--- src/rtl/fir_stream_pkg.sv ---
// rtl/fir_stream_pkg.sv - shared sample/accumulator types for the FIR stream path
package fir_stream_pkg;

  localparam int SAMPLE_W = 8;

  typedef logic [SAMPLE_W-1:0] sample_t;
  typedef logic [15:0]         acc_t;

endpackage

--- src/rtl/fir_sync_fifo.sv ---
// rtl/fir_sync_fifo.sv - single-clock sample FIFO with stored head and separate occupancy counter
module fir_sync_fifo
  import fir_stream_pkg::*;
#(
  parameter int WIDTH = SAMPLE_W,
  parameter int DEPTH = 8
) (
  input  logic                     clk,
  input  logic                     reset,
  input  logic                     push,
  input  logic                     pop,
  input  logic [WIDTH-1:0]         din,
  output logic [WIDTH-1:0]         dout,
  output logic                     full,
  output logic                     empty,
  output logic [$clog2(DEPTH):0]   count
);

  localparam int PTR_W = $clog2(DEPTH);
  localparam int CNT_W = PTR_W + 1;

  logic [WIDTH-1:0] mem [DEPTH];
  logic [PTR_W-1:0] wr_ptr;
  logic [PTR_W-1:0] rd_ptr;
  logic             do_push;
  logic             do_pop;

  assign full    = (count == CNT_W'(DEPTH));
  assign empty   = (count == '0);
  assign do_push = push && !full;
  assign do_pop  = pop && !empty;

  // Head comes from storage only, so a sample written this cycle is never visible to a same-cycle pop.
  assign dout = mem[rd_ptr];

  always_ff @(posedge clk or posedge reset) begin
    if (reset) begin
      wr_ptr <= '0;
      rd_ptr <= '0;
      count  <= '0;
    end else begin
      if (do_push) wr_ptr <= wr_ptr + 1'b1;
      if (do_pop)  rd_ptr <= rd_ptr + 1'b1;
      case ({do_push, do_pop})
        2'b10:   count <= count + 1'b1;
        2'b01:   count <= count - 1'b1;
        default: count <= count;
      endcase
    end
  end

  always_ff @(posedge clk) begin
    if (do_push) mem[wr_ptr] <= din;
  end

endmodule

--- src/rtl/fir_sample_feeder.sv ---
// rtl/fir_sample_feeder.sv - paces buffered upstream samples onto the FIR x input at a fixed rate
module fir_sample_feeder
  import fir_stream_pkg::*;
#(
  parameter int DATA_W = SAMPLE_W,
  parameter int DEPTH  = 8,
  parameter int DIV    = 4
) (
  input  logic                    clk,
  input  logic                    reset,
  input  logic [DATA_W-1:0]       s_data,
  input  logic                    s_valid,
  output logic                    s_ready,
  input  logic                    enable,
  output logic [DATA_W-1:0]       x_out,
  output logic                    x_strobe,
  output logic [$clog2(DEPTH):0]  fill_level,
  output logic                    underrun,
  input  logic                    clr_underrun
);

  localparam int DIV_W = (DIV > 1) ? $clog2(DIV) : 1;
  localparam logic [DIV_W-1:0] DIV_LAST = DIV_W'(DIV - 1);

  logic [DIV_W-1:0]  divider;
  logic              tick;
  logic              push;
  logic              pop;
  logic              full;
  logic              empty;
  logic [DATA_W-1:0] head;

  assign s_ready = !full;
  assign push    = s_valid && s_ready;
  assign tick    = enable && (divider == DIV_LAST);
  assign pop     = tick && !empty;

  fir_sync_fifo #(
    .WIDTH (DATA_W),
    .DEPTH (DEPTH)
  ) u_fifo (
    .clk   (clk),
    .reset (reset),
    .push  (push),
    .pop   (pop),
    .din   (s_data),
    .dout  (head),
    .full  (full),
    .empty (empty),
    .count (fill_level)
  );

  // Dropping enable restarts the period, so the first strobe after re-enable is a full period away.
  always_ff @(posedge clk or posedge reset) begin
    if (reset) begin
      divider <= '0;
    end else if (!enable || tick) begin
      divider <= '0;
    end else begin
      divider <= divider + 1'b1;
    end
  end

  always_ff @(posedge clk or posedge reset) begin
    if (reset) begin
      x_out    <= '0;
      x_strobe <= 1'b0;
    end else begin
      x_strobe <= tick;
      if (tick) x_out <= empty ? '0 : head;
    end
  end

  // A starved tick wins over a coincident clear so the event is never lost.
  always_ff @(posedge clk or posedge reset) begin
    if (reset) begin
      underrun <= 1'b0;
    end else if (tick && empty) begin
      underrun <= 1'b1;
    end else if (clr_underrun) begin
      underrun <= 1'b0;
    end
  end

endmodule

--- config.mk ---
export PLATFORM = sky130hd
export DESIGN_NAME = fir_sample_feeder
export DESIGN_NICKNAME = d
export VERILOG_FILES = /design/src/rtl/fir_stream_pkg.sv /design/src/rtl/fir_sync_fifo.sv /design/src/rtl/fir_sample_feeder.sv
export SDC_FILE = /design/constraint.sdc
export NUM_CORES = 1
export LEC_CHECK = 0
export CAP_MARGIN = 25
export CORE_MARGIN = 8
export CORE_UTILIZATION = 50
export CTS_BUF_LIST = sky130_fd_sc_hd__clkbuf_4 sky130_fd_sc_hd__clkbuf_8 sky130_fd_sc_hd__clkbuf_16
export CTS_CLUSTER_DIAMETER = 30
export DETAILED_ROUTE_END_ITERATION = 16
export GPL_TIMING_DRIVEN = 0
export PLACE_DENSITY = 0.85
export SLEW_MARGIN = 15
export SYNTH_ARGS = -nofsm -noshare
export SYNTH_HDL_FRONTEND = slang
export SYNTH_HIERARCHICAL = 1
export SYNTH_SLANG_ARGS = --single-unit
--- constraint.sdc ---
create_clock -name clk -period 3.05 [get_ports clk]
set_input_delay 0.61 -clock clk [delete_from_list [all_inputs] [get_ports clk]]
set_output_delay 0.61 -clock clk [all_outputs]
set_load 0.05 [all_outputs]
==> results.md, run 1 <==
STA:
- The worst setup slack after layout is 171 ps.
- The number of max-slew violations in the final report is 0.
- The worst pin sits at a relative slew slack of 37.5%.
- The smallest hold slack is 436 ps.
- The time the final worst path needs with I/O delays and setup is 2880 ps.
- Based on the critical path, the design can be clocked at up to 347 MHz.
- The final number of setup-violating endpoints is 0.
- For the pin with the worst max-slew slack, the measured transition is 934 ps.
- The final critical path takes up 94.4% of the cycle.
- Setup repair after global routing left no endpoint under its margin.
- For the final database, setup skew stands at 9.15 ps.
- The final count of hold timing violations is 0.

Worst setup path:
- The classification of the worst setup path is reg -> reg.
- The required time at the worst-slack endpoint is 3270 ps.
- The worst setup path is captured at a flip-flop.
- The type of origin of the critical path is a flip-flop.
- The worst register-to-register path begins at u_fifo/count[0].
- The slowest cell on the critical path is sky130_fd_sc_hd__or4b_2.
- Walking the worst path, the cells encountered are or4b_4 -> inv_1 -> nor2b_1 -> nand2_2 -> ha_4 -> ha_1 -> or4b_2 -> o311ai_0 -> o211ai_1.
- Together, buffers and inverters on the worst path number 1.
- The largest incremental delay on the critical path is 620 ps.
- The worst register-to-register path ends at u_fifo/count[3].
- The biggest fanout along the worst timing path is 9.
- The register-to-register setup slack is 170 ps.
- The kind of cell with the highest combined delay along the critical path is simple AND/OR/NAND/NOR gates.
- At the worst endpoint, the arrival time is 3100 ps.
- The worst register-to-register path has a depth of 9.

Drt:
- The detail route stage leaves a number of antenna-violating nets equal to 0.
- After detailed routing, the number of vias per cell comes to 5.38.
- The initial detailed-routing violation count is 86.
- In the final routed layout, each cell accounts on average for 17.9 µm.
- The DRC violations left is 0.
- Summed over all layers, the routed wires come to 6170 µm.
- The routed layout has 1849 vias.
- The pre-antenna-repair detailed-routing pass consisted of 4 iterations.

Yosys:
- The mux share of post-synthesis cell area is 17.3%.
- The xor/xnor share of the synthesized area is 1.44%.
- The synthesized netlist devotes 1.75% of its cell area to compound gates.
- Counting flops with a built-in enable in the synthesized netlist gives 64.
- Counting flops and latches in the post-synthesis netlist gives 86.
- By area, the combinational part of the netlist is dominated by multiplexers.
- The dominant register cell in the synthesized netlist is sky130_fd_sc_hd__edfxtp_1.
- Summing the sequential cell areas from Yosys gives 67.7% of the chip area.
- Of the total synthesized cell area, the portion taken by AND, OR, NAND and NOR gates is 6.71%.
- The combined area of all synthesized cells is 3650 µm².
- The count of distinct cell types in the synthesized netlist is 36.
- The number of nets produced by synthesis is 221.
- Ranked by total cell area, the synthesized netlist is headed by sky130_fd_sc_hd__edfxtp_1 (53%), sky130_fd_sc_hd__dfrtp_1 (15%), sky130_fd_sc_hd__mux4_1 (12%).
- Of all cell types, the one taking the most synthesized area is sky130_fd_sc_hd__edfxtp_1.
- The area fraction of the dominant cell type after synthesis is 52.6%.
- The total number of yosys warnings is 6.
- Synthesis handed over a netlist of 201 instances.
- The synthesized area per cell is 18.2 µm².
- Of all flip-flops after synthesis, the portion carrying an async set or reset was 25.6%.
- The post-synthesis adder-cell area fraction is 2.60%.

Placement:
- The placed wire-length estimate is 4200 µm.
- The last weighted congestion value of the routability-driven placer is 0.757.
- The post-placement setup slack is -286 ps.
- The count of port buffers added during placement is 27.

Global route:
- Entering global routing, the biggest net connects 17 pins.
- The first global-routing pass estimated 9760 µm of wire.
- The initial antenna violation count is 0.
- The via count of the first global-routing pass is 1921.
- The global-route congestion overflow total is 0.
- The aggregate global-route resource usage is 12.9%.

Finish:
- The sequential cell area in the final layout is 2470 µm².
- After the last flow step, the layout net total stands at 260.
- The fraction of final layout cells sized beyond drive strength 1 is 20.4%.
- The relative area change from synthesis to final layout is 17.0%.
- In the final layout, the multi-input gates occupy 1130 µm².
- The number of fill cells in the layout is 521.
- The number of antenna diodes in the final layout is 0.

Clock network:
- At the later pin of the worst-skew pair, clock insertion delay measures 340 ps.
- The number of clock sinks is 86.
- The count of hold buffers inserted by post-cts repair is 0.
- The H-tree generated during clock tree synthesis spans 3 levels.
- The clock tree from TritonCTS is done.
- The tree is rooted in a sky130_fd_sc_hd__clkbuf_8.
- The number of clock buffers inserted by TritonCTS is 9.
- The number of buffers on the longest clock path is 2.
- Clock-pin slew was measured on the worst setup and hold paths at 90 ps.

Job:
- The tool flagged a number of max-cap violations equal to 0.

Run status:
- The flow ran to the end, and the final reports show no timing, DRC or antenna violations.

Die:
- The placeable core region is 7180 µm².
- The floorplan step defined a die boundary enclosing 10300 µm².
- The placement row count is 31.
- For this design the top-level I/O count stands at 28.
- The die is 101 µm tall.
- The die is 101 µm wide.
- The initial utilization of the core area, before any placement, comes to 50.9%.

Hold path:
- The startpoint of the tightest hold check path is divider[0].
- The number of cells on the worst hold path is 1.
- The path with the worst hold slack has its endpoint at divider[0].
- The class of the worst hold path is reg -> reg.

Power and ir drop:
- The total leakage power is 1.55 nW.
- The worst-case IR drop observed on VDD is 0.285 mV.
- Dividing total power by cell area gives a power density of 885 nW/µm².
[flip-flops by register name, summed over array words and instances (netlist names)]
signal,count
underrun,1
u_fifo/wr_ptr,3
u_fifo/rd_ptr,3
u_fifo/mem,64
divider,2
x_strobe,1
u_fifo/count,4
x_out,8
[synthesized netlist by cell type, types with 3 or more instances]
master,instances
sky130_fd_sc_hd__inv_1,11
sky130_fd_sc_hd__edfxtp_1,64
sky130_fd_sc_hd__ha_1,6
sky130_fd_sc_hd__nand2_1,6
sky130_fd_sc_hd__nand3_1,4
sky130_fd_sc_hd__nor3b_1,3
sky130_fd_sc_hd__dfrtp_1,22
sky130_fd_sc_hd__nor2b_1,9
sky130_fd_sc_hd__nor2_1,8
sky130_fd_sc_hd__mux4_1,16
sky130_fd_sc_hd__mux2_2,18
sky130_fd_sc_hd__xnor2_1,5
[cell type report]
class,count,area share (%)
plain buffers,6,1.14
repair buffers,28,6.50
clock buffers,9,2.90
well taps,99,2.90
multi-input cells,98,26.4
inverters,11,0.966
flip-flops and latches,86,57.9
clock inverters,7,1.32
[per-layer routing]
layer  up-vias  share of wire (%)  wire length [µm]  GRT usage [%]
li1        867                  -                 -              -
met1       921                 43              2670           15.8
met2        53                 49              3030           21.2
met3         8                5.9               361           3.09
met4         0                1.8               108           6.19
met5         -                  0                 0              0
[through the flow]
stage	setup TNS [ps]	cells	cell area, µm²	total power, mW	utilization [%]
after floorplan	0	201	3670	2.68	-
after global placement	-256	327	4060	3.04	56.6
after detailed placement	-286	327	4070	3.10	56.8
after CTS	0	344	4260	3.82	59.4
after global routing	0	344	4270	3.98	59.6
final	0	344	4270	3.78	59.6
[power breakdown]
| group | total (mW) | switching [mW] | internal, mW |
|---|---|---|---|
| clock | 0.719 | 0.413 | 0.306 |
| combinational | 1.39 | 0.759 | 0.629 |
| sequential | 1.68 | 0.160 | 1.52 |
[cell usage in the layout, fill, tap and decap left out, types with 2 or more instances in the layout]
| master | count |
|---|---|
| sky130_fd_sc_hd__edfxtp_1 | 64 |
| sky130_fd_sc_hd__clkdlybuf4s50_1 | 27 |
| sky130_fd_sc_hd__dfrtp_1 | 20 |
| sky130_fd_sc_hd__mux2_2 | 18 |
| sky130_fd_sc_hd__mux4_1 | 16 |
| sky130_fd_sc_hd__inv_1 | 11 |
| sky130_fd_sc_hd__nor2b_1 | 9 |
| sky130_fd_sc_hd__clkbuf_8 | 9 |
| sky130_fd_sc_hd__nor2_1 | 8 |
| sky130_fd_sc_hd__nand2_1 | 6 |
| sky130_fd_sc_hd__ha_1 | 5 |
| sky130_fd_sc_hd__xnor2_1 | 5 |
| sky130_fd_sc_hd__nand3_1 | 4 |
| sky130_fd_sc_hd__nor3b_1 | 3 |
| sky130_fd_sc_hd__o21ai_0 | 2 |
| sky130_fd_sc_hd__inv_6 | 2 |
| sky130_fd_sc_hd__clkinvlp_4 | 2 |
| sky130_fd_sc_hd__buf_2 | 2 |
| sky130_fd_sc_hd__nand2b_1 | 2 |
| sky130_fd_sc_hd__nor3_2 | 2 |
| sky130_fd_sc_hd__a21oi_1 | 2 |
| sky130_fd_sc_hd__dfrtp_2 | 2 |
[worst max path at each step]
| stage | start | endpoint | cells after the start |
|---|---|---|---|
| after floorplan | u_fifo/count[1] | u_fifo/count[3] | 9 |
| after global placement | enable | u_fifo/count[3] | 10 |
| after detailed placement | enable | u_fifo/count[3] | 10 |
| after CTS | u_fifo/count[0] | u_fifo/count[3] | 9 |
| after global routing | u_fifo/count[0] | u_fifo/count[3] | 9 |
| final | u_fifo/count[0] | u_fifo/count[3] | 9 |
[cells by family after synthesis]
family	count (synthesis)
AOI/OAI and AO/OA	8
and+or+nand+nor	42
adders and majority gates	7
muxes	35
xor gates and xnor gates	6
DFF	86
buffers and inverters	17
[timing repair]
| action | 4_1_cts | 5_1_grt |
|---|---|---|
| endpoints found under the setup margin | 1 | 1 |
| hold endpoints to repair | 0 | 0 |
| pin swaps | 1 | 0 |
| gates cloned | 0 | 0 |
| buffers inserted | 1 | 0 |
| resized for setup | 0 | 2 |
No activity file was read; power rests on OpenSTA's default activity.
==> run 2, diff against run 1 <==
CAP_MARGIN = 10   (was 25)
==> results of run 2 <==
Same layout as run 1: the final DEF is identical, and so are final timing and power.
